### src/rtl/ctrl_pipe_chain_pkg.sv
// Shared definitions for the control-signal pipeline: wait-FSM states and
// default control-word bit positions used by the decoder.
package ctrl_pipe_chain_pkg;

    typedef enum logic {
        RUN  = 1'b0,
        WAIT = 1'b1
    } pipeState_e;

    localparam int unsigned CTRL_WIDTH_DEF  = 19;
    localparam int unsigned MEMREQ_BIT_DEF  = 14;
    localparam int unsigned REGWRITE_BIT_DEF = 0;

    // Width of the wait counter; at least one bit even for TIMEOUT 0/1.
    function automatic int unsigned waitCntWidth(input int unsigned timeout);
        return (timeout > 1) ? $clog2(timeout) : 1;
    endfunction

endpackage

### src/rtl/ctrl_pipe_chain_stage_reg.sv
// One pipeline stage register: enable, clear-to-bubble and synchronous reset.
module ctrl_stage_reg #(
    parameter int unsigned W = 20
) (
    input  logic         clk,
    input  logic         reset,
    input  logic         en,
    input  logic         clr,
    input  logic [W-1:0] d,
    output logic [W-1:0] q
);

    always_ff @(posedge clk) begin
        if (reset) begin
            q <= '0;
        end else if (clr) begin
            q <= '0;
        end else if (en) begin
            q <= d;
        end
    end

endmodule

### src/rtl/ctrl_pipe_chain.sv
// Parametrised control-word pipeline with a memory-wait handshake at MEM_STAGE,
// access timeout and saturating stall-cycle counter.
module ctrl_pipe_chain
    import ctrl_pipe_chain_pkg::*;
#(
    parameter int unsigned WIDTH      = 19,
    parameter int unsigned DEPTH      = 3,
    parameter int unsigned MEM_STAGE  = 1,
    parameter int unsigned MEMREQ_BIT = 14,
    parameter int unsigned TIMEOUT    = 16,
    parameter int unsigned CNT_W      = 16
) (
    input  logic                   clk,
    input  logic                   reset,
    input  logic [WIDTH-1:0]       i_ctrl,
    input  logic                   i_valid,
    input  logic                   i_clear,
    input  logic                   i_mem_ready,
    output logic [DEPTH*WIDTH-1:0] o_stage_ctrl,
    output logic [DEPTH-1:0]       o_stage_valid,
    output logic                   o_mem_req,
    output logic                   o_stall_up,
    output logic                   o_mem_timeout,
    output logic [CNT_W-1:0]       o_stall_cnt
);

    localparam int unsigned WAIT_W = waitCntWidth(TIMEOUT);
    localparam logic [WAIT_W-1:0] WAIT_LAST =
        WAIT_W'((TIMEOUT == 0) ? 0 : TIMEOUT - 1);

    // Each stage holds {valid, word}.
    logic [WIDTH:0] stageQ [DEPTH];

    pipeState_e        state, nextState;
    logic [WAIT_W-1:0] waitCnt;
    logic              pending, hit, hold;

    assign pending = stageQ[MEM_STAGE][WIDTH] & stageQ[MEM_STAGE][MEMREQ_BIT];

    always_comb begin
        hit  = (TIMEOUT != 0) && (state == WAIT) && (waitCnt == WAIT_LAST)
               && !i_mem_ready;
        hold = pending && !i_mem_ready && !hit;
    end

    assign o_mem_req  = pending;
    assign o_stall_up = hold;

    for (genvar k = 0; k < DEPTH; k++) begin : g_stage
        logic [WIDTH:0] d;
        logic           en;
        logic           clr;

        if (k == 0) begin : g_first
            assign d   = {i_valid, {WIDTH{i_valid}} & i_ctrl};
            assign en  = ~hold;
            // A clear arriving during a hold is dropped; stage 0 must stay frozen.
            assign clr = i_clear & ~hold;
        end else if (k <= MEM_STAGE) begin : g_held
            assign d   = stageQ[k-1];
            assign en  = ~hold;
            assign clr = 1'b0;
        end else if (k == MEM_STAGE + 1) begin : g_bubble
            assign d   = stageQ[k-1];
            assign en  = 1'b1;
            assign clr = hold | hit;
        end else begin : g_tail
            assign d   = stageQ[k-1];
            assign en  = 1'b1;
            assign clr = 1'b0;
        end

        ctrl_stage_reg #(.W(WIDTH + 1)) u_reg (
            .clk   (clk),
            .reset (reset),
            .en    (en),
            .clr   (clr),
            .d     (d),
            .q     (stageQ[k])
        );

        assign o_stage_ctrl[k*WIDTH +: WIDTH] = stageQ[k][WIDTH-1:0];
        assign o_stage_valid[k]               = stageQ[k][WIDTH];
    end

    always_comb begin
        nextState = state;
        case (state)
            RUN:     if (hold) nextState = WAIT;
            WAIT:    if (i_mem_ready || hit) nextState = RUN;
            default: nextState = RUN;
        endcase
    end

    always_ff @(posedge clk) begin
        if (reset) begin
            state         <= RUN;
            waitCnt       <= '0;
            o_mem_timeout <= 1'b0;
            o_stall_cnt   <= '0;
        end else begin
            state         <= nextState;
            // Held at zero in RUN, so it reads zero on the first WAIT cycle.
            waitCnt       <= (state == RUN) ? '0 : waitCnt + 1'b1;
            o_mem_timeout <= hit;
            if (hold && (o_stall_cnt != '1)) begin
                o_stall_cnt <= o_stall_cnt + 1'b1;
            end
        end
    end

endmodule

### config.mk
export PLATFORM = sky130hd
export DESIGN_NAME = ctrl_pipe_chain
export DESIGN_NICKNAME = d
export VERILOG_FILES = /design/src/rtl/ctrl_pipe_chain_pkg.sv /design/src/rtl/ctrl_pipe_chain_stage_reg.sv /design/src/rtl/ctrl_pipe_chain.sv
export SDC_FILE = /design/constraint.sdc
export NUM_CORES = 1
export LEC_CHECK = 0
export ABC_AREA = 1
export CAP_MARGIN = 20
export CORE_MARGIN = 2
export CORE_UTILIZATION = 45
export DETAILED_ROUTE_END_ITERATION = 12
export HOLD_SLACK_MARGIN = 0.02
export PLACE_DENSITY_LB_ADDON = 0.2
export SLEW_MARGIN = 20
export SYNTH_ARGS = -nofsm -noshare
export SYNTH_HDL_FRONTEND = slang
export SYNTH_SLANG_ARGS = --single-unit
### constraint.sdc
create_clock -name clk -period 2.9 [get_ports clk]
set_clock_uncertainty 0.2 [all_clocks]
set_input_delay 0.29 -clock clk [delete_from_list [all_inputs] [get_ports clk]]
set_output_delay 0.29 -clock clk [all_outputs]
set_load 0.005 [all_outputs]
==> summary.txt <==
status = completed
overall routed net length = 7650 um
Die W = 88.7 um
post-layout net count = 546
cts hold-fix bufs = 0
DRT iter0 DRCs = 177
Post-CTS Setup Bufs = 0
top post-synthesis cells by area = dfxtp_1 51%, nand2_1 11%, nor2_1 8.4%
Finished Layout Cells = 621
CTS root buf = clkbuf_8
maximum vdd drop = 0.478 mV
Via density = 4.65
clock share of power = 40.0%
Mapped Cells = 418
DR vias = 2887
initial antenna violation count = 0
first-pass GRT wire length = 12200 um
Critical Path AT = 1.76 ns
Post-Syn Area = 3230 um^2
worst hold path class = register to register
GR Overflow Total = 0
CTS max path bufs = 2
synth unique cells = 29
Max-slew headroom = 62.8%
CTS tree = done
max-slew violation count = 0
Hold Vio Cnt, Final = 0
part of the power in registers = 54.2%
CP max stage cell = clkdlybuf4s50_1
P_leak = 0.00175 uW
die footprint = 7860 um^2
period utilization = 77.5%
post-route ant nets = 0
critical path cell sequence = ha_1, nand2_2, nor2_4, nor2_8, clkdlybuf4s50_1
CTS buffer count = 9
row count = 30
Diodes inserted = 0
worst-skew pair later-pin latency = 0.34 ns
Detail Placement HPWL = 5440 um
RSZ-0062 raised after global routing = false
Initial Util = 47.0%
drt first pass iters = 4
Net Sw Power = 489 uW
CTS clk-pin slew, worst paths = 0.09 ns
Seq/Total Area, Yosys = 50.9%
CTS H-tree depth = 3
number of global-route vias before repair = 2628
Post-CTS Resized = 0
Net Count, Synth = 444
worst-margin pin slew = 0.555 ns
syn avg cell area = 7.72 um^2
post-layout min period = 2.25 ns
Total Power = 2120 uW
Pint = 1630 uW
Port Buffers = 102
share of cells above drive strength 1 = 10.9%
dpl cells = 605
Sw Ratio = 23.0%
Synth area leader = dfxtp_1
Warnings, synthesis = 0
GPL Wtd Cong = 0.800
clock sinks = 82
Core Footprint = 6870 um^2
largest net degree at the start of global routing = 37
Layout area overhead = 40.2%
drt drc = 0
Yosys top cell area share = 50.9%
max_cap viols = 0
max incr delay on CP = 0.55 ns
Setup violations, final = 0
Worst EP required = 2.41 ns
final setup TNS = 0 ns
FF+latch count, synth = 82
GRT Total Usage = 20.0%
Comb pwr share = 5.9%
I/O pin cnt = 103
Max FO, Critical Path = 4
CP Class = register to output port
crit path launch type = register
PwrDens = 470 nW/um^2
Die Y = 88.7 um
nature of the critical path endpoint = output port
DR WL/cell = 12.3 um
Max Clk Rate = 445 MHz
-- power groups by stage --
stage,combinational (uW),clock (uW),sequential (uW)
floorplan,46.2,0,1180
global route,135,916,1150
finish,124,848,1150
detailed placement,125,0,1180
CTS,126,862,1150
global placement,124,0,1180
-- routing by layer --
layer	GRT usage (%)	wire, um	vias to the layer above
li1	-	-	1501
met1	24.4	3260	1287
met2	31.5	3580	92
met3	9.98	750	7
met4	4.96	65	0
met5	0	0	-
-- kinds of logic (layout without fill, tap and decap cells) --
logic type | Yosys count | after routing | share of synthesized area, %
flops | 82 | 82 | 50.9
compound gates | 64 | 64 | 11.4
fa+ha+maj | 2 | 2 | 0.776
xor+xnor | 6 | 6 | 1.63
buf+inv | 62 | 169 | 8.53
simple gates | 202 | 202 | 26.7
-- critical path, delay by kind of cell (launching register included) --
family	cells	cell delay [ns]
buffers and inverters	1	0.55
adders and majority gates	1	0.23
and+or+nand+nor	3	0.30
DFF	1	0.34
-- sequential cells by signal, summed over array words and instances, names as in the netlist --
signal           cells
g_stage.u_reg.q     60
o_mem_timeout        1
o_stall_cnt         16
state                1
waitCnt              4
-- stage by stage --
stage	setup slack, ns	hold WS [ns]	util [%]	instance area (um^2)
after floorplan	1.19	0.162	-	3230
after global placement	0.795	0.229	62.9	4320
after detailed placement	0.750	0.242	62.9	4320
after CTS	0.629	0.255	65.8	4520
after global routing	0.505	0.269	65.8	4520
final	0.652	0.251	65.8	4520
-- synth_stat cells (all sizes together) --
library cell,n
dfxtp,82
nand4,4
clkinv,2
buf,13
or2,1
nand3,10
nand2,109
xor2,6
a21oi,41
nor2,76
nor3b,1
nor3,1
clkbuf,3
ha,2
inv,44
o21ai,23
-- cells in the final DEF, fill, tap and decap left out, drive strengths merged, types with 5 or more instances in the layout --
| cell type | n |
|---|---|
| clkdlybuf4s50 | 102 |
| clkinv | 5 |
| clkbuf | 10 |
| o21ai | 23 |
| dfxtp | 82 |
| nand3 | 10 |
| buf | 5 |
| xor2 | 6 |
| a21oi | 41 |
| inv | 45 |
| nand2 | 109 |
| nor2 | 76 |
-- worst paths after layout --
check	cells after the start	slack, ns	to	from
setup / recovery	5	0.65	o_stall_up	waitCnt[0]$_SDFF_PP0_
hold / removal	2	0.25	g_stage[2].u_reg.q[17]$_SDFF_PP0_	g_stage[1].u_reg.q[17]$_SDFFE_PP0N_
setup reg to reg	8	0.83	o_stall_cnt[13]$_SDFFE_PP0P_	o_stall_cnt[0]$_SDFFE_PP0P_
hold reg to reg	2	0.25	g_stage[2].u_reg.q[17]$_SDFF_PP0_	g_stage[1].u_reg.q[17]$_SDFFE_PP0N_
-- layout make-up --
cell class	count	area (um^2)
clock buffers	10	138
clock inverters	6	65.1
fillers	570	2350
inverters	46	178
multi-input cells	274	1310
flip-flops and latches	82	1640
well taps	96	120
repair buffers	107	1070
No activity file was read; power rests on OpenSTA's default activity.
